File: config.mk
export PLATFORM = sky130hd
export DESIGN_NAME = clock_time_set
export DESIGN_NICKNAME = d
export VERILOG_FILES = /design/src/rtl/clock_pkg.sv /design/src/rtl/clock_time_set_btn_debounce.sv /design/src/rtl/clock_time_set.sv
export SDC_FILE = /design/constraint.sdc
export NUM_CORES = 1
export LEC_CHECK = 0
export ABC_AREA = 1
export CAP_MARGIN = 20
export CORE_MARGIN = 5
export CORE_UTILIZATION = 55
export CTS_BUF_LIST = sky130_fd_sc_hd__clkbuf_4
export DETAILED_ROUTE_END_ITERATION = 16
export PLACE_DENSITY = 0.74
export SYNTH_ARGS = -nofsm -noshare
export SYNTH_HDL_FRONTEND = slang
export SYNTH_SLANG_ARGS = --single-unit
File: constraint.sdc
create_clock -name clk -period 9 [get_ports clk]
set_input_delay 1.8 -clock clk [delete_from_list [all_inputs] [get_ports clk]]
set_output_delay 1.8 -clock clk [all_outputs]
set_load 0.05 [all_outputs]
File: src/rtl/clock_pkg.sv
// clock_pkg: shared constants, types and helpers for the HH:MM:SS time-set block.
//   SOD_W / sod_t      : second-of-day width and type (0..86399 fits in 17 bits)
//   SECS_PER_*         : unit conversion constants
//   state_t            : time-set FSM states
//   field_t            : encoding of the field_sel output
//   wrap_step()        : +/-1 with wrap-around at 0 and a field maximum
//   hms_to_sod()       : hour/minute/second to second-of-day
package clock_pkg;

    localparam int unsigned SOD_W         = 17;
    localparam int unsigned SECS_PER_DAY  = 86400;
    localparam int unsigned SECS_PER_HOUR = 3600;
    localparam int unsigned SECS_PER_MIN  = 60;
    localparam int unsigned HOUR_MAX      = 23;
    localparam int unsigned MINSEC_MAX    = 59;

    typedef logic [SOD_W-1:0] sod_t;

    typedef enum logic [2:0] {
        ST_IDLE,
        ST_CAPTURE,
        ST_SET_HH,
        ST_SET_MM,
        ST_SET_SS,
        ST_COMMIT
    } state_t;

    typedef enum logic [1:0] {
        FIELD_NONE = 2'd0,
        FIELD_HH   = 2'd1,
        FIELD_MM   = 2'd2,
        FIELD_SS   = 2'd3
    } field_t;

    function automatic logic [5:0] wrap_step(input logic [5:0] v,
                                             input logic [5:0] max,
                                             input logic       up);
        if (up)
            return (v == max) ? 6'd0 : v + 6'd1;
        else
            return (v == 6'd0) ? max : v - 6'd1;
    endfunction

    function automatic sod_t hms_to_sod(input logic [4:0] h,
                                        input logic [5:0] m,
                                        input logic [5:0] s);
        return sod_t'(h) * sod_t'(SECS_PER_HOUR)
             + sod_t'(m) * sod_t'(SECS_PER_MIN)
             + sod_t'(s);
    endfunction

endpackage

File: src/rtl/clock_time_set_btn_debounce.sv
// btn_debounce: one push-button front end.
//   clk, reset : clock, synchronous active-high reset
//   raw        : asynchronous raw button level (high = pressed)
//   rep_en     : (CLOCK_TIME_SET_AUTO_REPEAT_EN only) allow auto-repeat while held
//   press      : one-cycle pulse per accepted press (plus repeats when enabled)
// The debounced level flips after DEBOUNCE_CYCLES consecutive cycles of the
// synchronized level disagreeing with it; press fires one cycle after the
// debounced rising edge. Releases produce nothing.
// Optional macro: CLOCK_TIME_SET_AUTO_REPEAT_EN adds the hold-to-repeat timer.
module btn_debounce #(
    parameter int unsigned DEBOUNCE_CYCLES = 500_000
`ifdef CLOCK_TIME_SET_AUTO_REPEAT_EN
   ,parameter int unsigned REPEAT_DELAY_CYCLES  = 25_000_000,
    parameter int unsigned REPEAT_PERIOD_CYCLES = 5_000_000
`endif
) (
    input  logic clk,
    input  logic reset,
    input  logic raw,
`ifdef CLOCK_TIME_SET_AUTO_REPEAT_EN
    input  logic rep_en,
`endif
    output logic press
);
    localparam int unsigned CW = $clog2(DEBOUNCE_CYCLES + 1);

    logic [1:0]    sync;
    logic          db;
    logic          db_q;
    logic          press_q;
    logic [CW-1:0] cnt;

    always_ff @(posedge clk) begin
        if (reset) begin
            sync    <= '0;
            db      <= 1'b0;
            db_q    <= 1'b0;
            press_q <= 1'b0;
            cnt     <= '0;
        end else begin
            sync    <= {sync[0], raw};
            db_q    <= db;
            press_q <= db & ~db_q;
            if (sync[1] == db) begin
                cnt <= '0;
            end else if (cnt == CW'(DEBOUNCE_CYCLES - 1)) begin
                db  <= sync[1];
                cnt <= '0;
            end else begin
                cnt <= cnt + 1'b1;
            end
        end
    end

`ifdef CLOCK_TIME_SET_AUTO_REPEAT_EN
    localparam int unsigned RMAX = (REPEAT_DELAY_CYCLES > REPEAT_PERIOD_CYCLES) ?
                                   REPEAT_DELAY_CYCLES : REPEAT_PERIOD_CYCLES;
    localparam int unsigned RW   = $clog2(RMAX + 1);

    logic [RW-1:0] rep_cnt;
    logic          rep_pulse;

    // Reloaded with the initial delay on the press itself and whenever the
    // hold is broken, so the first repeat lands REPEAT_DELAY_CYCLES after press.
    always_ff @(posedge clk) begin
        if (reset) begin
            rep_cnt   <= '0;
            rep_pulse <= 1'b0;
        end else begin
            rep_pulse <= 1'b0;
            if (!rep_en || !db || press_q) begin
                rep_cnt <= RW'(REPEAT_DELAY_CYCLES - 1);
            end else if (rep_cnt == '0) begin
                rep_pulse <= 1'b1;
                rep_cnt   <= RW'(REPEAT_PERIOD_CYCLES - 1);
            end else begin
                rep_cnt <= rep_cnt - 1'b1;
            end
        end
    end

    assign press = press_q | rep_pulse;
`else
    assign press = press_q;
`endif

endmodule

File: src/rtl/clock_time_set.sv
// clock_time_set: time-entry front end for the HH:MM:SS clock.
//   clk, reset          : clock, synchronous active-high reset
//   btn_mode/inc/dec    : raw push-buttons (high = pressed)
//   cur_seconds         : live second-of-day from the clock counter
//   load_valid          : one-cycle strobe, load load_seconds into the counter
//   load_seconds        : committed second-of-day, held until next commit
//   editing             : high in every state but IDLE
//   field_sel           : 0 none, 1 HH, 2 MM, 3 SS
//   edit_hour/minute/second : fields being edited, exported for display
// Optional macro: CLOCK_TIME_SET_AUTO_REPEAT_EN (hold inc/dec to auto-repeat).
//
// state      | meaning
// -----------+-----------------------------------------------------------
// ST_IDLE    | waiting for mode; fields keep their last values
// ST_CAPTURE | split the latched second-of-day into h/m/s, one step per cycle
// ST_SET_HH  | editing hours
// ST_SET_MM  | editing minutes
// ST_SET_SS  | editing seconds
// ST_COMMIT  | load_valid strobe with the assembled second-of-day
module clock_time_set
    import clock_pkg::*;
#(
    parameter int unsigned DEBOUNCE_CYCLES     = 500_000,
    parameter int unsigned EDIT_TIMEOUT_CYCLES = 500_000_000
`ifdef CLOCK_TIME_SET_AUTO_REPEAT_EN
   ,parameter int unsigned REPEAT_DELAY_CYCLES  = 25_000_000,
    parameter int unsigned REPEAT_PERIOD_CYCLES = 5_000_000
`endif
) (
    input  logic             clk,
    input  logic             reset,
    input  logic             btn_mode,
    input  logic             btn_inc,
    input  logic             btn_dec,
    input  logic [SOD_W-1:0] cur_seconds,
    output logic             load_valid,
    output logic [SOD_W-1:0] load_seconds,
    output logic             editing,
    output logic [1:0]       field_sel,
    output logic [4:0]       edit_hour,
    output logic [5:0]       edit_minute,
    output logic [5:0]       edit_second
);
    localparam int unsigned TW = $clog2(EDIT_TIMEOUT_CYCLES + 1);

    state_t        state, state_next;
    field_t        sel;
    sod_t          work;
    logic [TW-1:0] tmo_cnt;
    logic          mode_ev, inc_ev, dec_ev;
    logic          act_inc, act_dec, accepted, step_up;

`ifdef CLOCK_TIME_SET_AUTO_REPEAT_EN
    logic rep_en;
    assign rep_en = (state == ST_SET_HH || state == ST_SET_MM || state == ST_SET_SS)
                    && (state_next == state);

    btn_debounce #(.DEBOUNCE_CYCLES(DEBOUNCE_CYCLES),
                   .REPEAT_DELAY_CYCLES(REPEAT_DELAY_CYCLES),
                   .REPEAT_PERIOD_CYCLES(REPEAT_PERIOD_CYCLES))
        u_db_mode (.clk(clk), .reset(reset), .raw(btn_mode), .rep_en(1'b0),   .press(mode_ev));
    btn_debounce #(.DEBOUNCE_CYCLES(DEBOUNCE_CYCLES),
                   .REPEAT_DELAY_CYCLES(REPEAT_DELAY_CYCLES),
                   .REPEAT_PERIOD_CYCLES(REPEAT_PERIOD_CYCLES))
        u_db_inc  (.clk(clk), .reset(reset), .raw(btn_inc),  .rep_en(rep_en), .press(inc_ev));
    btn_debounce #(.DEBOUNCE_CYCLES(DEBOUNCE_CYCLES),
                   .REPEAT_DELAY_CYCLES(REPEAT_DELAY_CYCLES),
                   .REPEAT_PERIOD_CYCLES(REPEAT_PERIOD_CYCLES))
        u_db_dec  (.clk(clk), .reset(reset), .raw(btn_dec),  .rep_en(rep_en), .press(dec_ev));
`else
    btn_debounce #(.DEBOUNCE_CYCLES(DEBOUNCE_CYCLES))
        u_db_mode (.clk(clk), .reset(reset), .raw(btn_mode), .press(mode_ev));
    btn_debounce #(.DEBOUNCE_CYCLES(DEBOUNCE_CYCLES))
        u_db_inc  (.clk(clk), .reset(reset), .raw(btn_inc),  .press(inc_ev));
    btn_debounce #(.DEBOUNCE_CYCLES(DEBOUNCE_CYCLES))
        u_db_dec  (.clk(clk), .reset(reset), .raw(btn_dec),  .press(dec_ev));
`endif

    // mode beats inc/dec; inc together with dec cancels both.
    assign act_inc  = ~mode_ev & inc_ev & ~dec_ev;
    assign act_dec  = ~mode_ev & dec_ev & ~inc_ev;
    assign accepted = mode_ev | act_inc | act_dec;
    assign step_up  = act_inc;

    always_ff @(posedge clk) begin
        if (reset)
            state <= ST_IDLE;
        else
            state <= state_next;
    end

    always_comb begin
        state_next = state;
        editing    = (state != ST_IDLE);
        sel        = FIELD_NONE;
        load_valid = 1'b0;
        unique case (state)
            ST_IDLE:    if (mode_ev) state_next = ST_CAPTURE;
            ST_CAPTURE: if (work < sod_t'(SECS_PER_MIN)) state_next = ST_SET_HH;
            ST_SET_HH: begin
                sel = FIELD_HH;
                if (mode_ev)                             state_next = ST_SET_MM;
                else if (!accepted && tmo_cnt == '0)     state_next = ST_IDLE;
            end
            ST_SET_MM: begin
                sel = FIELD_MM;
                if (mode_ev)                             state_next = ST_SET_SS;
                else if (!accepted && tmo_cnt == '0)     state_next = ST_IDLE;
            end
            ST_SET_SS: begin
                sel = FIELD_SS;
                if (mode_ev)                             state_next = ST_COMMIT;
                else if (!accepted && tmo_cnt == '0)     state_next = ST_IDLE;
            end
            ST_COMMIT: begin
                load_valid = 1'b1;
                state_next = ST_IDLE;
            end
            default:    state_next = ST_IDLE;
        endcase
    end

    assign field_sel = sel;

    always_ff @(posedge clk) begin
        if (reset) begin
            work         <= '0;
            edit_hour    <= '0;
            edit_minute  <= '0;
            edit_second  <= '0;
            tmo_cnt      <= '0;
            load_seconds <= '0;
        end else begin
            unique case (state)
                ST_IDLE: begin
                    tmo_cnt <= '0;
                    if (mode_ev) begin
                        work        <= cur_seconds;
                        edit_hour   <= '0;
                        edit_minute <= '0;
                        edit_second <= '0;
                    end
                end
                ST_CAPTURE: begin
                    // Timeout window opens on entry to SET_HH.
                    tmo_cnt <= TW'(EDIT_TIMEOUT_CYCLES - 1);
                    if (work >= sod_t'(SECS_PER_DAY)) begin
                        work <= work - sod_t'(SECS_PER_DAY);
                    end else if (work >= sod_t'(SECS_PER_HOUR)) begin
                        work      <= work - sod_t'(SECS_PER_HOUR);
                        edit_hour <= edit_hour + 5'd1;
                    end else if (work >= sod_t'(SECS_PER_MIN)) begin
                        work        <= work - sod_t'(SECS_PER_MIN);
                        edit_minute <= edit_minute + 6'd1;
                    end else begin
                        edit_second <= work[5:0];
                    end
                end
                ST_SET_HH, ST_SET_MM, ST_SET_SS: begin
                    if (accepted)
                        tmo_cnt <= TW'(EDIT_TIMEOUT_CYCLES - 1);
                    else if (tmo_cnt != '0)
                        tmo_cnt <= tmo_cnt - 1'b1;
                    if (act_inc || act_dec) begin
                        if (state == ST_SET_HH)
                            edit_hour <= 5'(wrap_step({1'b0, edit_hour}, 6'(HOUR_MAX), step_up));
                        else if (state == ST_SET_MM)
                            edit_minute <= wrap_step(edit_minute, 6'(MINSEC_MAX), step_up);
                        else
                            edit_second <= wrap_step(edit_second, 6'(MINSEC_MAX), step_up);
                    end
                    if (state == ST_SET_SS && mode_ev)
                        load_seconds <= hms_to_sod(edit_hour, edit_minute, edit_second);
                end
                default: ;
            endcase
        end
    end

endmodule
==> impl_results.md <==
* Slew of the pin with the lowest slew margin at 0.8529 ns
* Final net count at about 1.8k
* Register area at between 0.003 and 0.004 mm²
* Async S/R FF share, synth at 0
* Worst r2r src: edit_minute[3]$_SDFFE_PP0P_
* Min-delay src: u_db_dec.db_q$_SDFF_PP0_
* GRT Overall Usage at 0.2256
* # rows at 52
* Crit end category: flop
* Setup Fix Bufs, Post-CTS at 0
* Fmax at ~0.21 GHz
* Critical Path RT at 9.51 ns
* Clock Pin Slew Worst Setup and Hold Paths at about 0.17 ns
* Area leader, netlist: dfxtp_1
* Dominant cells by area after synthesis: dfxtp_1, nand2_1, ha_1
* Status: complete, no violations
* Maximum vdd drop at between 0.09 and 0.1 mV
* Synthesized net count at between 1.5k and 2k
* Hold Fails Final Rpt at 0
* Post-synthesis compound-gate area fraction at 0.1154
* Tcrit/Tclk final at 0.5307
* Routed Antenna Nets at 0
* Setup CP Type: flop to flop
* Critical Path Start Type: flop
* Worst reg2reg setup slack at 4.22 ns
* First-pass iteration count of the detailed router at 5
* Adder-cell share of the synthesized area at 0.1146
* CTS tree: built
* Vias at between 10k and 15k
* Seq/Total Area, Yosys at 0.2759
* Maxcap violations at 0
* Routed WL at around 26000 µm
* Die span in y at about 150 µm
* CP arrival at ~5.3 ns
* Later-pin clock latency in the skew report at around 0.60 ns
* Vias in the first global route at around 9.8k
* Top-area cell type share of the netlist area at 0.2759
* Routability Congestion at 0.9673
* Filler instances at 2006
* Largest family of logic cells by synthesized area: simple AND/OR/NAND/NOR gates
* Initial antenna violation count at 1
* Reg2reg end: load_seconds[16]$_SDFFE_PP0P_
* Synth warn at 0
* Buffers on Ports at 59
* CTS Root Cell: clkbuf_4
* CP max FO at 8
* RSZ-0062 raised after global routing: no
* Worst Skew at 0.03905 ns
* Pin count of the biggest net entering global routing at 54
* Synth cell types at between 50 and 60
* Setup TNS at 0 ns
* Pleak at approximately 5.8 nW
* FF+latch count, synth at around 160
* Min Tclk post-route at ~4.8 ns
* First-pass GRT wire length at around 45000 µm
* Core ar. at just over 0.02 mm²
* Die area at around 0.023 mm²
* DP Worst Slack at 4.259 ns
* Clock buffer depth at 2
* Hold Path End: u_db_dec.press$_SDFF_PP0_
* Layout overhead on the synthesized area at 9.501%
* Total CTS buffers at 17
* Multi-input logic area at around 0.0071 mm²
* Most frequent cells in the layout: nand2_1, nor2_1, inv_1
* Io pins at 60
* Initial core utilization at 0.5576
* Post-synthesis simple-gate area fraction at 0.3479
* Die W at approximately 150 µm
* Crit-path max cell delay at about 0.55 ns
* CTS Sinks at 155
* Commonest non-fill, non-tap cell in the layout: nand2_1
* Detailed Route Iter0 Violations at about 600
* Most Frequent Cell on Critical Path: nand2_1
* Worst Setup Slack, final at about 4.2 ns
* Synth Instances at 1686
* WL/cell at 12.94 µm
* PwrDens at 97.70 mW/mm²
* Reg2reg path depth at 27
* Mapped Area at ~0.011 mm²
* CTS Hold Buffers Added at 0
* CTS H-tree lvls at 4
* Share of layout cells above drive strength 1 at 0.06548
* Cts repair resizes at 0
* Vias/cell at ~5.2
* DP HPWL at between 15000 and 20000 µm
* GRT overflow at 0
* Hold-critical path depth at 1
* Setup violations, final at 0
* Slowest CP cell: dfxtp_1
* Final slew viol count at 0
* Residual DRC count at 0
* Post-synth top flop: dfxtp_1
* Min-delay worst type: flop to flop
* Xor/xnor share of the synthesized area at 0.05373
* Number of enable flip-flop cells after synthesis at 0
* Avg Cell Area, Syn at around 6.7 µm²
* Mux cell area share after synthesis at 0
* Rel. slew slack at 0.4301
==> through the flow <==
stage | util | power, mW | cell area [µm²] | hold slack [ns] | instances
3_5_place_dp | 0.5931 | 0.7287 | 11960 | 0.3773 | 1979
3_3_place_gp | 0.5931 | 0.7287 | 11960 | 0.3766 | 1979
2_1_floorplan | - | 0.7161 | 11250 | 0.3732 | 1686
6_report | 0.6106 | 1.203 | 12320 | 0.3712 | 2013
5_1_grt | 0.6106 | 1.253 | 12320 | 0.3962 | 2013
4_1_cts | 0.6104 | 1.221 | 12310 | 0.3731 | 2011
==> worst max-delay path by stage <==
stage                                start                             to  cells past startpoint
3_3_place_gp   edit_minute[3]$_SDFFE_PP0P_  load_seconds[16]$_SDFFE_PP0P_                     27
2_1_floorplan  edit_minute[3]$_SDFFE_PP0P_  load_seconds[16]$_SDFFE_PP0P_                     27
4_1_cts        edit_minute[3]$_SDFFE_PP0P_  load_seconds[16]$_SDFFE_PP0P_                     27
6_report       edit_minute[3]$_SDFFE_PP0P_  load_seconds[16]$_SDFFE_PP0P_                     27
5_1_grt        edit_minute[3]$_SDFFE_PP0P_  load_seconds[16]$_SDFFE_PP0P_                     27
3_5_place_dp   edit_minute[3]$_SDFFE_PP0P_  load_seconds[16]$_SDFFE_PP0P_                     27
==> cell type report <==
class | instances | share of cell area
Sequential cell | 155 | 0.2520
Antenna cell | 2 | 0.0004064
Multi-Input combinational cell | 1279 | 0.5768
Clock buffer | 17 | 0.01036
Clock inverter | 15 | 0.01788
Tap cell | 270 | 0.02743
Inverter | 212 | 0.06522
Timing Repair Buffer | 63 | 0.04998
==> layer usage <==
metal,share of wire,GRT usage
met1,0.49,0.3121
met4,0.014,0.05685
met2,0.45,0.3713
met5,0,0
met3,0.047,0.03393
==> Yosys cell counts, types with 6 or more instances <==
| master | instances |
|---|---|
| o21ai_0 | 81 |
| o21ai_1 | 15 |
| nand3_2 | 9 |
| nor3_1 | 37 |
| ha_1 | 79 |
| buf_2 | 7 |
| nor3b_1 | 11 |
| buf_6 | 7 |
| inv_2 | 23 |
| xnor2_1 | 21 |
| nor2_1 | 256 |
| a21oi_1 | 99 |
| nand4_1 | 30 |
| dfxtp_1 | 155 |
| o21bai_1 | 10 |
| buf_4 | 7 |
| nor2_2 | 8 |
| nand3_1 | 100 |
| nor2_4 | 9 |
| nand2_1 | 383 |
| fa_1 | 15 |
| nand3b_1 | 6 |
| inv_1 | 185 |
| xor2_1 | 48 |
| clkbuf_1 | 17 |
==> cells by family after synthesis <==
logic type,after synthesis
flops,155
xor+xnor,69
buf+inv,252
fa+ha+maj,94
simple gates,878
compound gates,238
==> state kept, by name, summed over array words and instances, names as in the netlist, 2 cells and up <==
| register | flops |
|---|---|
| tmo_cnt | 29 |
| u_db_dec.cnt | 19 |
| u_db_inc.cnt | 19 |
| u_db_mode.cnt | 19 |
| load_seconds | 17 |
| work | 17 |
| edit_minute | 6 |
| edit_second | 6 |
| edit_hour | 5 |
| state | 3 |
| u_db_dec.sync | 2 |
| u_db_inc.sync | 2 |
| u_db_mode.sync | 2 |
==> worst max-delay path, delay by kind of cell, from the launching register on <==
family                   cells  cell delay (ns)
AO/OA/AOI/OAI                4             0.54
XOR/XNOR                     1             0.15
adder cells (fa/ha/maj)      5             1.98
buffers and inverters        3             0.35
flip-flops                   1             0.55
AND/OR/NAND/NOR             14             1.17
==> report_power, final <==
part | switching [mW] | internal [mW]
sequential | 0.000855 | 0.688
clock | 0.325 | 0.163
combinational | 0.0135 | 0.0116
total | 0.340 | 0.863
Power figures use the tool's default switching activity.
